<file path="src/rtl/hazard_ctrl_if.sv">
// Signal bundle between the pipeline datapath and the hazard controller.
// The datapath side drives hazard sources; the controller drives the pipeline controls.
interface hazard_ctrl_if;
   logic [4:0]  id_rs1;
   logic [4:0]  id_rs2;
   logic        id_use1;
   logic        id_use2;
   logic [4:0]  ex_wreg;
   logic        ex_memread;
   logic        branch_taken;
   logic        dmem_req;
   logic        dmem_ready;
   logic        cnt_clr;

   logic        pc_keep;
   logic        ifid_keep;
   logic        id_keep;
   logic        ex_keep;
   logic        ifid_nop;
   logic        id_nop;
   logic        redirect;
   logic [15:0] stall_cnt;
   logic [15:0] flush_cnt;

   modport master (
      output id_rs1, id_rs2, id_use1, id_use2, ex_wreg, ex_memread,
             branch_taken, dmem_req, dmem_ready, cnt_clr,
      input  pc_keep, ifid_keep, id_keep, ex_keep, ifid_nop, id_nop,
             redirect, stall_cnt, flush_cnt
   );

   modport slave (
      input  id_rs1, id_rs2, id_use1, id_use2, ex_wreg, ex_memread,
             branch_taken, dmem_req, dmem_ready, cnt_clr,
      output pc_keep, ifid_keep, id_keep, ex_keep, ifid_nop, id_nop,
             redirect, stall_cnt, flush_cnt
   );
endinterface

</file>
<file path="src/rtl/hazard_ctrl.sv">
// Pipeline hazard controller: memory stall, branch flush and load-use stall,
// with saturating stall/flush performance counters.
module hazard_ctrl #(
   parameter int unsigned FLUSH_CYCLES = 1
) (
   input  logic          clk,
   input  logic          rst,
   hazard_ctrl_if.slave  hz
);

   typedef enum logic [1:0] {
      RUN      = 2'd0,
      MEM_WAIT = 2'd1,
      FLUSH    = 2'd2
   } state_t;

   localparam logic [1:0] FLUSH_LOAD = 2'(FLUSH_CYCLES - 1);
   localparam logic [15:0] CNT_MAX   = 16'hFFFF;

   state_t      state_q, state_d;
   logic        pending_q, pending_d;
   logic [1:0]  fcnt_q, fcnt_d;
   logic [15:0] stall_cnt_q, stall_cnt_d;
   logic [15:0] flush_cnt_q, flush_cnt_d;

   logic        mem_stall;
   logic        load_use;
   logic        pc_keep, ifid_keep, id_keep, ex_keep;
   logic        ifid_nop, id_nop, redirect;

   // Once waiting, only dmem_ready releases the pipeline.
   assign mem_stall = (state_q == MEM_WAIT) ? !hz.dmem_ready
                                            : (hz.dmem_req && !hz.dmem_ready);

   assign load_use = hz.ex_memread && (hz.ex_wreg != 5'd0) &&
                     ((hz.id_use1 && (hz.id_rs1 == hz.ex_wreg)) ||
                      (hz.id_use2 && (hz.id_rs2 == hz.ex_wreg)));

   always_comb begin
      // NOTE: every signal driven here gets a default first so no path infers a latch.
      state_d   = state_q;
      pending_d = pending_q;
      fcnt_d    = fcnt_q;
      pc_keep   = 1'b0;
      ifid_keep = 1'b0;
      id_keep   = 1'b0;
      ex_keep   = 1'b0;
      ifid_nop  = 1'b0;
      id_nop    = 1'b0;
      redirect  = 1'b0;

      if (rst) begin
         ifid_nop  = 1'b1;
         id_nop    = 1'b1;
         state_d   = RUN;
         pending_d = 1'b0;
         fcnt_d    = 2'd0;
      end else if (mem_stall) begin
         pc_keep   = 1'b1;
         ifid_keep = 1'b1;
         id_keep   = 1'b1;
         ex_keep   = 1'b1;
         pending_d = pending_q || hz.branch_taken;
         state_d   = MEM_WAIT;
      end else if (state_q == MEM_WAIT) begin
         // Release cycle: an owed branch is redirected in the following FLUSH cycle.
         pending_d = pending_q || hz.branch_taken;
         state_d   = (pending_q || hz.branch_taken) ? FLUSH : RUN;
      end else if (hz.branch_taken || pending_q) begin
         redirect  = 1'b1;
         ifid_nop  = 1'b1;
         id_nop    = 1'b1;
         pending_d = 1'b0;
         fcnt_d    = FLUSH_LOAD;
         state_d   = (FLUSH_CYCLES > 1) ? FLUSH : RUN;
      end else if (state_q == FLUSH) begin
         ifid_nop = 1'b1;
         fcnt_d   = (fcnt_q != 2'd0) ? fcnt_q - 2'd1 : 2'd0;
         state_d  = (fcnt_q <= 2'd1) ? RUN : FLUSH;
      end else if (load_use) begin
         pc_keep   = 1'b1;
         ifid_keep = 1'b1;
         id_nop    = 1'b1;
      end

      if (hz.cnt_clr) begin
         stall_cnt_d = 16'd0;
         flush_cnt_d = 16'd0;
      end else begin
         stall_cnt_d = (pc_keep && stall_cnt_q != CNT_MAX) ? stall_cnt_q + 16'd1 : stall_cnt_q;
         flush_cnt_d = (redirect && flush_cnt_q != CNT_MAX) ? flush_cnt_q + 16'd1 : flush_cnt_q;
      end
   end

   // NOTE: sequential state uses non-blocking assignments so all flops update together.
   always_ff @(posedge clk) begin
      if (rst) begin
         state_q     <= RUN;
         pending_q   <= 1'b0;
         fcnt_q      <= 2'd0;
         stall_cnt_q <= 16'd0;
         flush_cnt_q <= 16'd0;
      end else begin
         state_q     <= state_d;
         pending_q   <= pending_d;
         fcnt_q      <= fcnt_d;
         stall_cnt_q <= stall_cnt_d;
         flush_cnt_q <= flush_cnt_d;
      end
   end

   assign hz.pc_keep   = pc_keep;
   assign hz.ifid_keep = ifid_keep;
   assign hz.id_keep   = id_keep;
   assign hz.ex_keep   = ex_keep;
   assign hz.ifid_nop  = ifid_nop;
   assign hz.id_nop    = id_nop;
   assign hz.redirect  = redirect;
   assign hz.stall_cnt = stall_cnt_q;
   assign hz.flush_cnt = flush_cnt_q;

endmodule
</file>
<file path="src/flat_wrapper.sv">
// flat-port wrapper written by rule: the top's interface ports become plain ports
module hazard_ctrl_flat 
#(
   parameter int unsigned FLUSH_CYCLES = 1
)
  (clk, rst, hz_id_rs1, hz_id_rs2, hz_id_use1, hz_id_use2, hz_ex_wreg, hz_ex_memread, hz_branch_taken, hz_dmem_req, hz_dmem_ready, hz_cnt_clr, hz_pc_keep, hz_ifid_keep, hz_id_keep, hz_ex_keep, hz_ifid_nop, hz_id_nop, hz_redirect, hz_stall_cnt, hz_flush_cnt);
  hazard_ctrl_if hz_i ();
  input  logic clk;
  input  logic rst;
  input wire logic [$bits(hz_i.id_rs1)-1:0] hz_id_rs1;
  input wire logic [$bits(hz_i.id_rs2)-1:0] hz_id_rs2;
  input wire logic [$bits(hz_i.id_use1)-1:0] hz_id_use1;
  input wire logic [$bits(hz_i.id_use2)-1:0] hz_id_use2;
  input wire logic [$bits(hz_i.ex_wreg)-1:0] hz_ex_wreg;
  input wire logic [$bits(hz_i.ex_memread)-1:0] hz_ex_memread;
  input wire logic [$bits(hz_i.branch_taken)-1:0] hz_branch_taken;
  input wire logic [$bits(hz_i.dmem_req)-1:0] hz_dmem_req;
  input wire logic [$bits(hz_i.dmem_ready)-1:0] hz_dmem_ready;
  input wire logic [$bits(hz_i.cnt_clr)-1:0] hz_cnt_clr;
  output wire logic [$bits(hz_i.pc_keep)-1:0] hz_pc_keep;
  output wire logic [$bits(hz_i.ifid_keep)-1:0] hz_ifid_keep;
  output wire logic [$bits(hz_i.id_keep)-1:0] hz_id_keep;
  output wire logic [$bits(hz_i.ex_keep)-1:0] hz_ex_keep;
  output wire logic [$bits(hz_i.ifid_nop)-1:0] hz_ifid_nop;
  output wire logic [$bits(hz_i.id_nop)-1:0] hz_id_nop;
  output wire logic [$bits(hz_i.redirect)-1:0] hz_redirect;
  output wire logic [$bits(hz_i.stall_cnt)-1:0] hz_stall_cnt;
  output wire logic [$bits(hz_i.flush_cnt)-1:0] hz_flush_cnt;
  assign hz_i.id_rs1 = hz_id_rs1;
  assign hz_i.id_rs2 = hz_id_rs2;
  assign hz_i.id_use1 = hz_id_use1;
  assign hz_i.id_use2 = hz_id_use2;
  assign hz_i.ex_wreg = hz_ex_wreg;
  assign hz_i.ex_memread = hz_ex_memread;
  assign hz_i.branch_taken = hz_branch_taken;
  assign hz_i.dmem_req = hz_dmem_req;
  assign hz_i.dmem_ready = hz_dmem_ready;
  assign hz_i.cnt_clr = hz_cnt_clr;
  assign hz_pc_keep = hz_i.pc_keep;
  assign hz_ifid_keep = hz_i.ifid_keep;
  assign hz_id_keep = hz_i.id_keep;
  assign hz_ex_keep = hz_i.ex_keep;
  assign hz_ifid_nop = hz_i.ifid_nop;
  assign hz_id_nop = hz_i.id_nop;
  assign hz_redirect = hz_i.redirect;
  assign hz_stall_cnt = hz_i.stall_cnt;
  assign hz_flush_cnt = hz_i.flush_cnt;
  hazard_ctrl #(.FLUSH_CYCLES(FLUSH_CYCLES)) u_core (.clk(clk), .rst(rst), .hz(hz_i));
endmodule
</file>
<file path="config.mk">
export PLATFORM = sky130hd
export DESIGN_NAME = hazard_ctrl_flat
export DESIGN_NICKNAME = d
export VERILOG_FILES = /design/src/rtl/hazard_ctrl_if.sv /design/src/rtl/hazard_ctrl.sv /design/src/flat_wrapper.sv
export SDC_FILE = /design/constraint.sdc
export NUM_CORES = 1
export LEC_CHECK = 0
export ABC_AREA = 1
export BUFFER_PORTS_ARGS = -buffer_cell sky130_fd_sc_hd__buf_2
export CAP_MARGIN = 20
export CORE_MARGIN = 10
export CORE_UTILIZATION = 45
export CTS_CLUSTER_DIAMETER = 40
export DETAILED_ROUTE_END_ITERATION = 16
export PLACE_DENSITY = 0.73
export SYNTH_ARGS = -nofsm -noshare
export SYNTH_HDL_FRONTEND = slang
export SYNTH_SLANG_ARGS = --single-unit
</file>
<file path="constraint.sdc">
create_clock -name clk -period 1.7 [get_ports clk]
set_clock_uncertainty 0.1 [all_clocks]
set_input_delay 0.085 -clock clk [delete_from_list [all_inputs] [get_ports clk]]
set_output_delay 0.085 -clock clk [all_outputs]
set_load 0.1 [all_outputs]
</file>
* After elaboration in Yosys (flattened, before gate mapping)
Index checks and enable logic that the tools add are counted.
** Word-level totals
- Word-level logic and storage cells :: 71
- Latch bits :: 0
- Output and inout port bits :: 39
- Input port bits :: 24
- Memories :: 0
- ROM bits :: 0
- Memory bits (writable) :: 0
- Bits in registers :: 37
** Cells by class
- Shifts and indexed selects :: 0
- Add/sub/neg operators :: 3
- Eq/ne operators :: 6
- Multipliers :: 0
- Muxes and demuxes :: 34
- $lt $le $gt $ge :: 1
- Reduce and logical (&&, ||, !) cells :: 19
- Divide/modulo/power cells :: 0
- Bitwise operators :: 2
** Operators by type and width (number)
- 16-bit by 1-bit adder with 16-bit output (second input constant) :: 2
- 16-bit inequality test (second input constant) :: 2
- 1-bit 2-to-1 mux :: 26
- 2-bit 2-to-1 mux :: 8
- 5-bit == test :: 2
- 1-bit logical AND :: 7
- 3-bit nonzero test :: 2
- 5-bit nonzero test :: 1
- 2-bit nonzero test :: 2
- 4-bit nonzero test :: 1
- 2-bit OR reduction :: 2
- 3-bit AND reduction :: 1
- 2-bit by 1-bit == test with 1-bit output (second input constant) :: 1
- 2-bit == test (second input constant) :: 1
- 2-bit by 1-bit less-or-equal comparator with 1-bit output (second input constant) :: 1
- 1-bit logical OR :: 2
- 1-bit inverter :: 2
- 2-bit by 1-bit subtractor with 2-bit output (second input constant) :: 1
- 1-bit zero test :: 1

* Depth between registers and ports, before layout
- Depth in word-level cells :: 11
- Mapped depth :: 12
- Depth with buffers taken out :: 11

* Worst setup path before layout
No wires, ideal clock.
- Kind :: flip-flop to output port
- Start point :: register u_core.state_q[0]
- End point :: output hz_pc_keep
- Arrival time :: 2.930 ns
- Slack :: -1.415 ns
- Path buffers :: 3
- Stages on the path, launching flop included :: 10
- Required time :: 1.515 ns
- Cells stage by stage :: dfxtp_1 -> nand2_1 -> a21oi_1 -> inv_2 -> nor2_1 -> inv_2 -> nand2_2 -> buf_6 -> buf_6 -> buf_4
** On the way
- Cells in the longest elaborated chain, start to end :: 6
** Ends and longest elaborated chain
- from (decl) :: line hazard_ctrl.sv:20 : state_t state_q, state_d;
- from (signal assigned) :: line hazard_ctrl.sv:104 : state_q <= state_d;
- 2-bit == test :: line hazard_ctrl.sv:76 : end else if (state_q == FLUSH) begin
- 1-bit 2-to-1 mux (3 in a row)
- 1-bit 2-to-1 mux * (2 in a row)
- to (decl) :: line flat_wrapper.sv:20 : output wire logic [$bits(hz_i.pc_keep)-1:0] hz_pc_keep;
Mark *: on every way between the ends. The rest lies on a longest branch, timed or not.

* Final worst setup path
- Start point :: register u_core.state_q[1]
- End point :: output hz_pc_keep
** On the way
- Cells in the longest elaborated chain, start to end :: 6
** Ends and longest elaborated chain
- 2-bit == test :: line hazard_ctrl.sv:76
- 1-bit 2-to-1 mux :: line hazard_ctrl.sv:76
- 1-bit 2-to-1 mux :: line hazard_ctrl.sv:69 : end else if (hz.branch_taken || pending_q) begin
- 1-bit 2-to-1 mux :: line hazard_ctrl.sv:65 : end else if (state_q == MEM_WAIT) begin
- 1-bit 2-to-1 mux * :: line hazard_ctrl.sv:58 : end else if (mem_stall) begin
- 1-bit 2-to-1 mux * :: line hazard_ctrl.sv:52 : if (rst) begin
Marked as above.

==> metrics <==
Hold Path End=u_core.pending_q$_SDFFE_PP0P_; DRC errors left=0; register area share after synthesis=31.2%; CP cell instances=inv_2 > nand2_4 > nand2_2 > nor3_2 > nand3_1 > nand2_4 > buf_12 > buf_12; cell area after placement=3140 sq um; global placement routability congestion=0.916; layout cells sized above 1=40.0%; Global Route Usage Sum=14.9%; Reg area=798 sq um; CTS tree=built; full die area=8580 sq um; hold path start=hz_dmem_ready; Initial Util=46.5%; crit path launch type=flop; pins over their slew limit=0; cell chosen for the clock root=clkbuf_8; RR Startpoint=u_core.state_q[1]$_SDFFE_PP0P_; CTS max path bufs=2; Power Density=618 nW/um^2; Worst EP required=1510 ps; slew at the pin closest to its max-slew limit=544 ps; Worst Hold Path Cells=4; Arrival @ worst endpoint=1500 ps; global route overflow=0; Reg2Reg Setup Slack=40 ps; Routed WL per cell=12.5 um; io pins=63; TritonCTS Sinks=37; largest net degree at the start of global routing=16; top-count cell post-synth=nand2_1; Peak VDD IR=0.257 mV; diode count=0; outcome=finished, final reports clean; most frequent cells after synthesis=nand2_1, inv_1, dfxtp_1, nand3_1, nor2_1; setup TNS=0 ps; Buffers on Ports=62; # fillers=434; final worst-path setup slack=17.7 ps; H-tree levels=2; CTS buffer count=5; vias=2,591; Reg2Reg Depth=11; Routed Wire Length=6510 um; Max Cap Viol=0; Die W=92.6 um; YS warnings=0; number of synthesized register bits=37; Rows=26; uppermost layer routed=met4; Crit Path Max Fanout=4; Cell variety after synth=33; Vias/cell=4.98; Detailed Place HPWL=4970 um; DRC marker count from the first detailed-route iteration=125; TritonRoute pass-1 iters=4; Fmax achieved=594 MHz; critical path's largest stage delay=340 ps; top_reg_cell synth=dfxtp_1; core area=5110 sq um; Pleak=1.46 nW; Final Critical Period=1680 ps; fraction of registers with async set/reset=0%; Worst path slowest cell=dfxtp_2; Post-Syn Instances=363; met2 wire len=3120 um; Reg clk slew, reported paths=70 ps; Die H=92.6 um; global-route wire length before repair=10,800 um; final period utilization=99.0%; nets@finish=475; Synth top area share=31.2%; reg2reg end=u_core.hz.stall_cnt[0]$_SDFFE_PP0P_; Setup crit end kind=primary output; Max transition margin=63.7%; Worst Setup Path Type=reg2out; antenna violations before repair=0; worst slack, placed=36.2 ps; antenna viol nets, final=0; wl on met1=2770 um; area of the multi-input gates=1520 sq um; number of global-route vias before repair=2,526; Yosys top cell by area=dfxtp_1; post-synthesis instance area=2370 sq um; synth top area cells=dfxtp_1, nand2_1, nand3_1; Worst-Skew Late Latency=300 ps; EDFF count, synth=0; design area=3400 sq um; synthesized area per cell=6.54 sq um; setup violators final=0; final hold violation count=0; RSZ-0062 raised after global routing=yes; path type of the worst min-delay path=in2reg; Post-Syn Nets=389; area delta synth->final=43.2%; met3 WL=477 um
-- placed cells by master, fill, tap and decap left out, types with 5 or more instances in the layout --
| cell | count |
|---|---|
| nand2_1 | 84 |
| buf_2 | 55 |
| inv_1 | 46 |
| nor2_1 | 31 |
| nand3_1 | 24 |
| buf_4 | 24 |
| a21oi_1 | 17 |
| dfxtp_2 | 16 |
| a21oi_2 | 13 |
| xor2_1 | 13 |
| nand3_2 | 13 |
| dfxtp_1 | 11 |
| nand4_1 | 10 |
| dfxtp_4 | 10 |
| o21ai_0 | 9 |
| buf_12 | 8 |
| nor3_1 | 7 |
| xnor2_1 | 5 |
| o21ai_1 | 5 |
| clkbuf_8 | 5 |
-- timing repair --
| item | 4_1_cts | 5_1_grt |
|---|---|---|
| hold buffers | 1 | 0 |
| gates resized for setup | 2 | 14 |
| setup buffers | 3 | 6 |
| hold endpoints to repair | 1 | 0 |
| pin swaps | 2 | 7 |
| setup endpoints to repair | 3 | 25 |
-- where the power goes --
part / internal, mW / switching, mW / total, mW
clock network: 0.524 / 0.328 / 0.851
registers: 0.859 / 0.00592 / 0.865
logic: 0.140 / 0.243 / 0.382
total: 1.52 / 0.576 / 2.10
-- metrics by stage --
step	hold WS [ps]	cells	util, %	power [mW]
after floorplan	63.5	363	-	1.13
after detailed placement	286	502	61.4	1.24
after global placement	280	502	61.4	1.24
final	38.3	520	66.5	2.10
after CTS	38.6	514	64.7	2.10
after global routing	55.0	520	66.5	2.18
-- routing by layer --
layer / up-vias / GRT usage [%]
met5: - / 0
met2: 84 / 25.1
met1: 1157 / 16.8
met3: 15 / 5.57
li1: 1335 / -
met4: 0 / 5.66
-- state kept, by name (all words and copies together) (netlist names) --
signal               count
u_core.fcnt_q            2
u_core.hz.flush_cnt     16
u_core.hz.stall_cnt     16
u_core.pending_q         1
u_core.state_q           2
-- worst max path at each step --
stage | depth (start not counted) | end | startpoint | slack [ps]
5_1_grt | 11 | u_core.hz.stall_cnt[0]$_SDFFE_PP0P_ | u_core.state_q[1]$_SDFFE_PP0P_ | -110
2_1_floorplan | 9 | u_core.hz.flush_cnt[6]$_SDFFE_PP0P_ | u_core.pending_q$_SDFFE_PP0P_ | -490
3_3_place_gp | 7 | u_core.hz.stall_cnt[15]$_SDFFE_PP0P_ | u_core.hz.stall_cnt[2]$_SDFFE_PP0P_ | 60
6_report | 8 | hz_pc_keep | u_core.state_q[1]$_SDFFE_PP0P_ | 20
4_1_cts | 9 | hz_pc_keep | u_core.state_q[1]$_SDFFE_PP0P_ | 5
3_5_place_dp | 8 | u_core.hz.flush_cnt[14]$_SDFFE_PP0P_ | u_core.pending_q$_SDFFE_PP0P_ | 40
-- critical path: cells and delay by family, from the launching register on --
kind                   cells  cell delay [ps]
and+or+nand+nor            5              530
buffers and inverters      3              320
DFF                        1              340
-- kinds of logic after synthesis --
logic type,count (synthesis),share of synthesized area [%]
compound gates,47,11.7
xor+xnor,18,6.64
fa+ha+maj,2,1.05
buf+inv,64,11.6
flops,37,31.2
simple gates,195,37.7
-- final cells by class --
| cell class | count | area share (%) |
|---|---|---|
| well taps | 70 | 2.58 |
| multi-input cells | 262 | 44.7 |
| clock buffers | 6 | 2.76 |
| repair buffers | 91 | 19.4 |
| flip-flops and latches | 37 | 23.5 |
| inverters | 52 | 6.04 |
| clock inverters | 2 | 1.03 |
(Power assumes the default switching activity.)
